File: src/rtl/mat_pkg.sv
// Shared types for the MatCache write path and the row loader FSM.
package mat_pkg;

  // IEEE-754 single-precision element carried as its raw bit pattern.
  typedef logic [31:0] fp32_t;

  localparam fp32_t FP32_ZERO = 32'h0000_0000;

  typedef enum logic [1:0] {
    MAT_CACHE_WRITE_NONE,
    MAT_CACHE_WRITE_ROW,
    MAT_CACHE_WRITE_COL,
    MAT_CACHE_WRITE_MATRIX
  } MatCacheWriteOp_t;

  typedef enum logic [2:0] {
    IDLE,
    FILL,
    WRITE,
    PAD,
    DONE
  } MatLoaderState_t;

endpackage

File: src/rtl/mat_row_loader.sv
// Packs a scalar element stream row-major into WIDTH-wide rows and issues
// one MatCache row write per completed row; rows past num_rows are zeroed.
module mat_row_loader
  import mat_pkg::*;
#(
  parameter int WIDTH      = 4,
  parameter int CACHE_SIZE = 4
) (
  input  logic                          clock,
  input  logic                          reset,
  input  logic                          start,
  input  logic [$clog2(CACHE_SIZE)-1:0] start_addr,
  input  logic [$clog2(WIDTH):0]        num_rows,
  input  fp32_t                         in_data,
  input  logic                          in_valid,
  output logic                          in_ready,
  output MatCacheWriteOp_t              write_op,
  output logic [$clog2(CACHE_SIZE)-1:0] write_addr1,
  output logic [$clog2(CACHE_SIZE)-1:0] write_addr2,
  output logic [$clog2(WIDTH)-1:0]      write_param,
  output fp32_t [WIDTH-1:0]             data_out,
  output logic                          busy,
  output logic                          done
);

  localparam int CW = $clog2(WIDTH);
  localparam int AW = $clog2(CACHE_SIZE);
  localparam int NW = CW + 1;

  MatLoaderState_t   state, state_n;
  logic [CW-1:0]     col, col_n, row, row_n;
  logic [NW-1:0]     row_inc, nrows_q, nrows_clamped;
  logic [AW-1:0]     addr_q;
  fp32_t [WIDTH-1:0] buf_q;
  logic              xfer;

  // Next-cycle values of the registered outputs
  logic              in_ready_n, busy_n, done_n;
  MatCacheWriteOp_t  write_op_n;
  logic [AW-1:0]     write_addr1_n;
  logic [CW-1:0]     write_param_n;
  fp32_t [WIDTH-1:0] data_n;

  assign xfer          = (state == FILL) && in_valid && in_ready;
  assign row_inc       = {1'b0, row} + NW'(1);
  assign nrows_clamped = (num_rows == '0 || num_rows > NW'(WIDTH)) ? NW'(WIDTH) : num_rows;
  assign write_addr2   = '0;

  // State register
  always_ff @(posedge clock) begin
    if (reset) state <= IDLE;
    else       state <= state_n;
  end

  // Next state and counter updates
  always_comb begin
    state_n = state;
    col_n   = col;
    row_n   = row;
    case (state)
      IDLE: if (start) begin
        state_n = FILL;
        col_n   = '0;
        row_n   = '0;
      end
      FILL: if (xfer) begin
        if (col == CW'(WIDTH - 1)) begin
          state_n = WRITE;
          col_n   = '0;
        end else begin
          col_n = col + CW'(1);
        end
      end
      WRITE: begin
        // Stop advancing row on the last write so it never wraps mid-matrix
        if (row_inc < nrows_q) begin
          state_n = FILL;
          row_n   = row_inc[CW-1:0];
        end else if (row_inc < NW'(WIDTH)) begin
          state_n = PAD;
          row_n   = row_inc[CW-1:0];
        end else begin
          state_n = DONE;
        end
      end
      PAD: begin
        if (row == CW'(WIDTH - 1)) state_n = DONE;
        else                       row_n   = row_inc[CW-1:0];
      end
      DONE:    state_n = IDLE;
      default: state_n = IDLE;
    endcase
  end

  // Outputs derived from the upcoming state, then registered
  always_comb begin
    in_ready_n    = (state_n == FILL);
    busy_n        = (state_n != IDLE);
    done_n        = (state_n == DONE);
    write_op_n    = MAT_CACHE_WRITE_NONE;
    write_addr1_n = '0;
    write_param_n = '0;
    data_n        = '0;
    if (state_n == WRITE || state_n == PAD) begin
      write_op_n    = MAT_CACHE_WRITE_ROW;
      write_addr1_n = addr_q;
      write_param_n = row_n;
    end
    // WRITE is only entered on the transfer that completes the row, so
    // the final element is forwarded straight from the input.
    if (state_n == WRITE) begin
      data_n      = buf_q;
      data_n[col] = in_data;
    end
  end

  // Counters, command latch and output registers
  always_ff @(posedge clock) begin
    if (reset) begin
      col         <= '0;
      row         <= '0;
      addr_q      <= '0;
      nrows_q     <= '0;
      in_ready    <= 1'b0;
      busy        <= 1'b0;
      done        <= 1'b0;
      write_op    <= MAT_CACHE_WRITE_NONE;
      write_addr1 <= '0;
      write_param <= '0;
      data_out    <= '0;
    end else begin
      col <= col_n;
      row <= row_n;
      if (state == IDLE && start) begin
        addr_q  <= start_addr;
        nrows_q <= nrows_clamped;
      end
      in_ready    <= in_ready_n;
      busy        <= busy_n;
      done        <= done_n;
      write_op    <= write_op_n;
      write_addr1 <= write_addr1_n;
      write_param <= write_param_n;
      data_out    <= data_n;
    end
  end

  // Row buffer; stale entries are always overwritten before the next write
  always_ff @(posedge clock) begin
    if (xfer) buf_q[col] <= in_data;
  end

endmodule

File: config.mk
export PLATFORM = sky130hd
export DESIGN_NAME = mat_row_loader
export DESIGN_NICKNAME = d
export VERILOG_FILES = /design/src/rtl/mat_pkg.sv /design/src/rtl/mat_row_loader.sv
export SDC_FILE = /design/constraint.sdc
export NUM_CORES = 1
export LEC_CHECK = 0
export CAP_MARGIN = 5
export CORE_MARGIN = 5
export CORE_UTILIZATION = 52
export CTS_BUF_LIST = sky130_fd_sc_hd__clkbuf_4 sky130_fd_sc_hd__clkbuf_8 sky130_fd_sc_hd__clkbuf_16
export CTS_CLUSTER_SIZE = 20
export DETAILED_ROUTE_END_ITERATION = 7
export GPL_ROUTABILITY_DRIVEN = 0
export PLACE_DENSITY = 0.79
export SETUP_SLACK_MARGIN = 0.1
export SLEW_MARGIN = 20
export SYNTH_ARGS = -nofsm -noshare
export SYNTH_HDL_FRONTEND = slang
export SYNTH_SLANG_ARGS = --single-unit
File: constraint.sdc
create_clock -name clock -period 5.1 [get_ports clock]
set_clock_uncertainty 0.2 [all_clocks]
set_input_delay 0.51 -clock clock [delete_from_list [all_inputs] [get_ports clock]]
set_output_delay 0.51 -clock clock [all_outputs]
set_load 0.02 [all_outputs]
==> impl_results.md <==
- Combinational Power Share: 0.036
- Max cap viols: 0
- GRT Util Overall: 0.178
- Number of post-CTS setup repair buffers: 0
- Slowest cell delay on critical path: 830 ps
- Drt total wl: 19.7 mm
- Total I/O pin count: 180
- Reg power frac: 0.512
- Reg2reg start: col[0]$_SDFFE_PP0P_
- Critical Path Fanout Max: 95
- Clock Tree Root: clkbuf_16
- PwrDens: between 300 and 400 mW/mm^2
- Synthesized area: 0.00983 sq mm
- Crit path kind: reg2reg
- Area grow syn2layout: 29.0%
- Initial antenna violation count: 0
- CP Cell Sequence: ha_2, nand3_1, or3_4, buf_4, nor2b_1
- Slew Limit Fails: 0
- Clk_lat worst skew: 530 ps
- Reg2Reg Setup Slack: 1930 ps
- Hold Buf Count CTS: 0
- Total chip power: 4.57 mW
- Worst EP required: 5360 ps
- Min-delay src: addr_q[1]$_SDFFE_PP0P_
- Fin nets: ~880
- Synth cell types: 37
- Relative slew slack: 0.303
- Die height: about 150 microns
- CTS Buf Count: 27
- # setup viols final: 0
- CTS tree: yes
- Yosys warnings: 0
- Cells on worst reg2reg path: 5
- Clk buf depth: 3
- RSZ-0062 raised after global routing: no
- Die ar.: 0.0217 sq mm
- Synth Area per Inst: between 10 and 15 sq um
- Routed vias: ~5600
- Worst setup EP type: flop
- GR Overflow Total: 0
- Critical path launch point type: flop
- Final instance area: 0.0127 sq mm
- Fillers: 1243
- Switching pwr: 894 uW
- Slowest CP cell: ha_2
- Via density: 5.14
- Maximum clock frequency: about 0.32 GHz
- Leakage: 4.32 nW
- Die Wd: 147 microns
- DRC viols: 0
- Wire length of the first global-routing pass: approximately 32 mm
- Initial Util: 0.527
- Row count: 50
- Wire per inst: 18.2 microns
- Fraction of power spent switching nets: 0.196
- Initial DRC Count: 288
- Hold Path Sink: addr_q[1]$_SDFFE_PP0P_
- Hold Path Class: reg2reg
- Vias in the first global route: about 5900
- DP HPWL: 12.8 mm
- WHS Path Cells: 2
- Ratio of cells with drive above 1 in the final layout: 0.221
- Clk sinks: 276
- Peak VDD IR: around 340 uV
- Worst Tran Pin Value: 1040 ps
- Pre-antenna DRT Iters: 5
- Internal power: 3.68 mW
- Clock slew at reported path FFs: 60 ps
- Area after DPL: roughly 0.012 sq mm
- Final ANT Viol Nets: 0
- WP data arrival: 3440 ps
- Hold Vio Cnt, Final: 0
- Post-route setup TNS: 0 ps
- Clock group share of total power: 0.452
- Gates resized, CTS repair: 0
- Final Critical Period: 3170 ps
- Buffers on Ports: roughly 180
- Min Hold Slack: 255 ps
- H-tree depth: 1
- FF+latch count, synth: 276
- Core area: approximately 0.019 sq mm
- Seq/Total Area, Yosys: 0.693
- Status: finished clean
- Mapped Cells: 656
- Pin count of the biggest net entering global routing: 96
- Final worst path period share: 0.622
- Reg2reg end: data_out[75]$_SDFF_PP0_
synthesized netlist by cell type (all sizes together):
library cell	number	area, sq um
a21bo	1	10.0
o21bai	1	7.51
nor3	7	35.0
buf	32	180
nor4b	1	23.8
or4b	1	10.0
nand4	1	6.26
a211oi	4	30.0
nor2	7	28.8
or3	1	6.26
a31oi	2	18.8
clkbuf	6	22.5
dfxtp	148	2960
edfxtp	128	3840
nand2b	1	6.26
o22a	1	8.76
mux2	128	1440
a211o	1	8.76
nand3b	2	15.0
ha	10	125
o21a	1	7.51
nand2	11	41.3
conb	1	3.75
inv	9	33.8
or2	1	6.26
a221oi	2	17.5
nor3b	5	37.5
a2111oi	2	17.5
a21oi	8	40.0
nor2b	129	807
nand3	2	10.0
or4	1	7.51
and3	1	6.26
power groups by stage:
stage | clock, mW | combinational (mW) | sequential, mW
global route | 2.20 | 0.176 | 2.34
finish | 2.07 | 0.163 | 2.34
detailed placement | 0 | 0.164 | 2.39
CTS | 2.11 | 0.165 | 2.34
floorplan | 0 | 0.0981 | 2.39
global placement | 0 | 0.156 | 2.39
worst max path at each step:
stage	start	depth (start not counted)	slack, ps	to
2_1_floorplan	state[0]$_SDFF_PP0_	5	550	col[1]$_SDFFE_PP0P_
3_3_place_gp	reset	4	1870	data_out[49]$_SDFF_PP0_
3_5_place_dp	reset	4	1780	data_out[75]$_SDFF_PP0_
4_1_cts	col[0]$_SDFFE_PP0P_	5	1860	data_out[75]$_SDFF_PP0_
5_1_grt	col[0]$_SDFFE_PP0P_	5	1680	data_out[72]$_SDFF_PP0_
6_report	col[0]$_SDFFE_PP0P_	5	1930	data_out[75]$_SDFF_PP0_
per-stage QoR:
stage	instances	setup WS (ps)	utilization
after floorplan	658	554	-
after global placement	1033	1870	0.629
after detailed placement	1033	1780	0.629
after CTS	1081	1860	0.680
after global routing	1081	1680	0.680
final	1082	1930	0.680
flip-flops by register name, indices dropped and copies added (netlist names):
signal,flops
write_addr1,2
nrows_q,3
col,2
write_op,1
addr_q,2
state,3
write_param,2
in_ready,1
buf_q,128
data_out,128
done,1
row,2
busy,1
routing by layer:
metal,track usage,routed length [microns]
met1,0.224,8180
met3,0.0368,1170
met2,0.312,9850
met5,0,0
met4,0.0531,467
logic make-up after synthesis:
| family | Yosys count | share of synthesized area |
|---|---|---|
| flip-flops | 276 | 0.693 |
| AND/OR/NAND/NOR | 171 | 0.107 |
| multiplexers | 128 | 0.147 |
| buffers and inverters | 47 | 0.0241 |
| AO/OA/AOI/OAI | 23 | 0.0169 |
| adder cells (fa/ha/maj) | 10 | 0.0127 |
| other | 1 | 0.000382 |
layout by cell type, fill, tap and decap left out, drive strengths merged, types with 2 or more instances in the layout:
cell,netlist,routed
nor2,7,7
nor3b,5,5
a211oi,4,4
dfxtp,148,148
conb,1,3
inv,9,10
nand3b,2,2
clkdlybuf4s50,0,176
buf,32,3
mux2,128,128
ha,10,10
a2111oi,2,2
a21oi,8,8
nand3,2,2
nor3,7,7
nand2,11,11
bufinv,0,4
clkbuf,6,33
edfxtp,128,128
a221oi,2,2
clkinv,0,9
nor2b,129,129
a31oi,2,2
worst max-delay path, delay by kind of cell, from the launching register on:
kind	cells	cell delay [ps]
flops	1	400
simple gates	3	1200
fa+ha+maj	1	830
buf+inv	1	410
cell type report:
cell class / count / area (sq um) / share of cell area
well taps: 234 / 293 / 0.0231
inverters: 9 / 33.8 / 0.00266
repair buffers: 179 / 1780 / 0.141
diodes: 1 / 2.50 / 0.000197
flip-flops and latches: 276 / 6810 / 0.537
clock buffers: 33 / 757 / 0.0597
multi-input cells: 335 / 2810 / 0.222
clock inverters: 15 / 193 / 0.0152
No activity file was read; power rests on OpenSTA's default activity.
==> patch: new RTL, config.mk and constraints unchanged <==
Encoding of `MatLoaderState_t`: now one-hot (5 bits for 5 states).
--- a/src/rtl/mat_pkg.sv
+++ b/src/rtl/mat_pkg.sv
@@ -14,10 +14,10 @@
   } MatCacheWriteOp_t;
 
-  typedef enum logic [2:0] {
-    IDLE,
-    FILL,
-    WRITE,
-    PAD,
-    DONE
+  typedef enum logic [4:0] {
+    IDLE  = 5'b00001,
+    FILL  = 5'b00010,
+    WRITE = 5'b00100,
+    PAD   = 5'b01000,
+    DONE  = 5'b10000
   } MatLoaderState_t;
 
Check against the original RTL: no difference found for any inputs over 4 cycles, from zero or initial values and one cycle with reset high; so few cycles prove little.
==> patch against the original RTL <==
  * Cell area up 0.34%
  * Sequential cell count up 2
  * Wire length up 2.9%
  * Die area about the same
  * Setup slack better by 0.37 ns
  * Power down 1.4%
  * Synthesized area about the same
  * Fmax up 13%
==> patch: results (changes against the original RTL) <==
Placement
  • Pre-CTS setup slack: 2.247 ns (+0.4648 ns)
  • Hpwl dp: 12830 um (+0.43%)

Hold path
  • Hold path cells: 1 (-1)

Synthesis
  • Synth cell types: 39 (+5.4%)
  • Post-synthesis sequential area ratio: 69.68% (+0.42 points)
  • Mux share of post-synthesis cell area: 14.98% (+0.31 points)
  • Top post-synthesis cells by area: edfxtp_1 (39%), dfxtp_1 (31%), mux2_2 (14%)
  • Post-synth top cells: dfxtp_1 (150), and2_1 (130), edfxtp_1 (128)

Routing
  • Vias: 5584 (+0.36%)
  • Drt first pass iters: 4 (-1)
  • DRT met1 WL: 8804 um (+7.6%)
  • 1st-iter DRT viols: 294 (+2.1%)
  • Metal3 WL: 1061 um (-9.0%)

Critical path
  • R2R depth: 6 (+1)
  • CP Max Fanout: 73 (-23%)
  • CP arrival: 3.06 ns (-0.38 ns)
  • Critical Path Max Stage Delay: 0.81 ns (-0.02 ns)

Global routing
  • First-pass GRT wire length: 32500 um (+3.1%)
  • Largest net degree at the start of global routing: 74 (-23%)

STA
  • Fmax: 356.9 MHz (+13%)
  • Slew HR: 31.39% (+1.1 points)

Power and ir drop
  • Peak VDD IR: 0.2966 mV (-12%)
  • P_leak: 4.597 nW (+6.3%)

Final layout
  • Top flop regs: buf_q (128), data_out (128), state (5)
  • Layout cells sized above 1: 21.99% (-0.090 points)

Clocking
  • CTS Buf Count: 29 (+7.4%)

Run status
  • Status: completed
-- patch: changes by cell type in the layout (fill, tap and decap cells not counted), moves of 4 or more --
cell | before | now
a211oi_1 | 4 | 0
nor3_1 | 7 | 2
nor2b_1 | 129 | 2
nor3b_1 | 5 | 1
mux2_1 | 0 | 9
clkbuf_4 | 2 | 8
mux2_2 | 128 | 119
nand2_1 | 11 | 3
and2_1 | 0 | 130
nor2_1 | 6 | 17
-- patch: cell type report --
type	count	area [um2]
Inverter	11	41.29
Tap cell	234	292.8
Multi-Input combinational cell	332	2788
Timing Repair Buffer	180	1792
Fill cell	1279	5919
Sequential cell	278	6847
Clock buffer	41	840.8
Clock inverter	13	122.6
-- patch: power groups by stage --
| stage | logic, mW | clock network [mW] | registers [mW] |
|---|---|---|---|
| 4_1_cts | 0.104 | 2.12 | 2.33 |
| 3_3_place_gp | 0.0984 | 0 | 2.38 |
| 3_5_place_dp | 0.103 | 0 | 2.38 |
| 6_report | 0.104 | 2.08 | 2.33 |
| 5_1_grt | 0.112 | 2.22 | 2.33 |
| 2_1_floorplan | 0.0477 | 0 | 2.38 |
-- patch: metal layers --
metal | vias to the layer above | GRT usage (%)
met3 | 32 | 4.016
met4 | 0 | 5.126
met2 | 175 | 31.84
li1 | 2613 | -
met5 | - | 0
met1 | 2764 | 23.73
-- patch: metrics by stage --
stage	hold WS, ns	instances	total power, mW
2_1_floorplan	0.2378	656	2.425
3_3_place_gp	0.2550	1035	2.475
3_5_place_dp	0.2638	1035	2.480
4_1_cts	0.2721	1089	4.557
5_1_grt	0.2890	1089	4.665
6_report	0.2705	1089	4.513
-- patch: critical path, delay by kind of cell (launching register included) --
family / cells / cell delay (ns)
simple gates: 3 / 0.60
buf+inv: 1 / 0.49
compound gates: 1 / 0.21
fa+ha+maj: 1 / 0.81
flops: 1 / 0.41
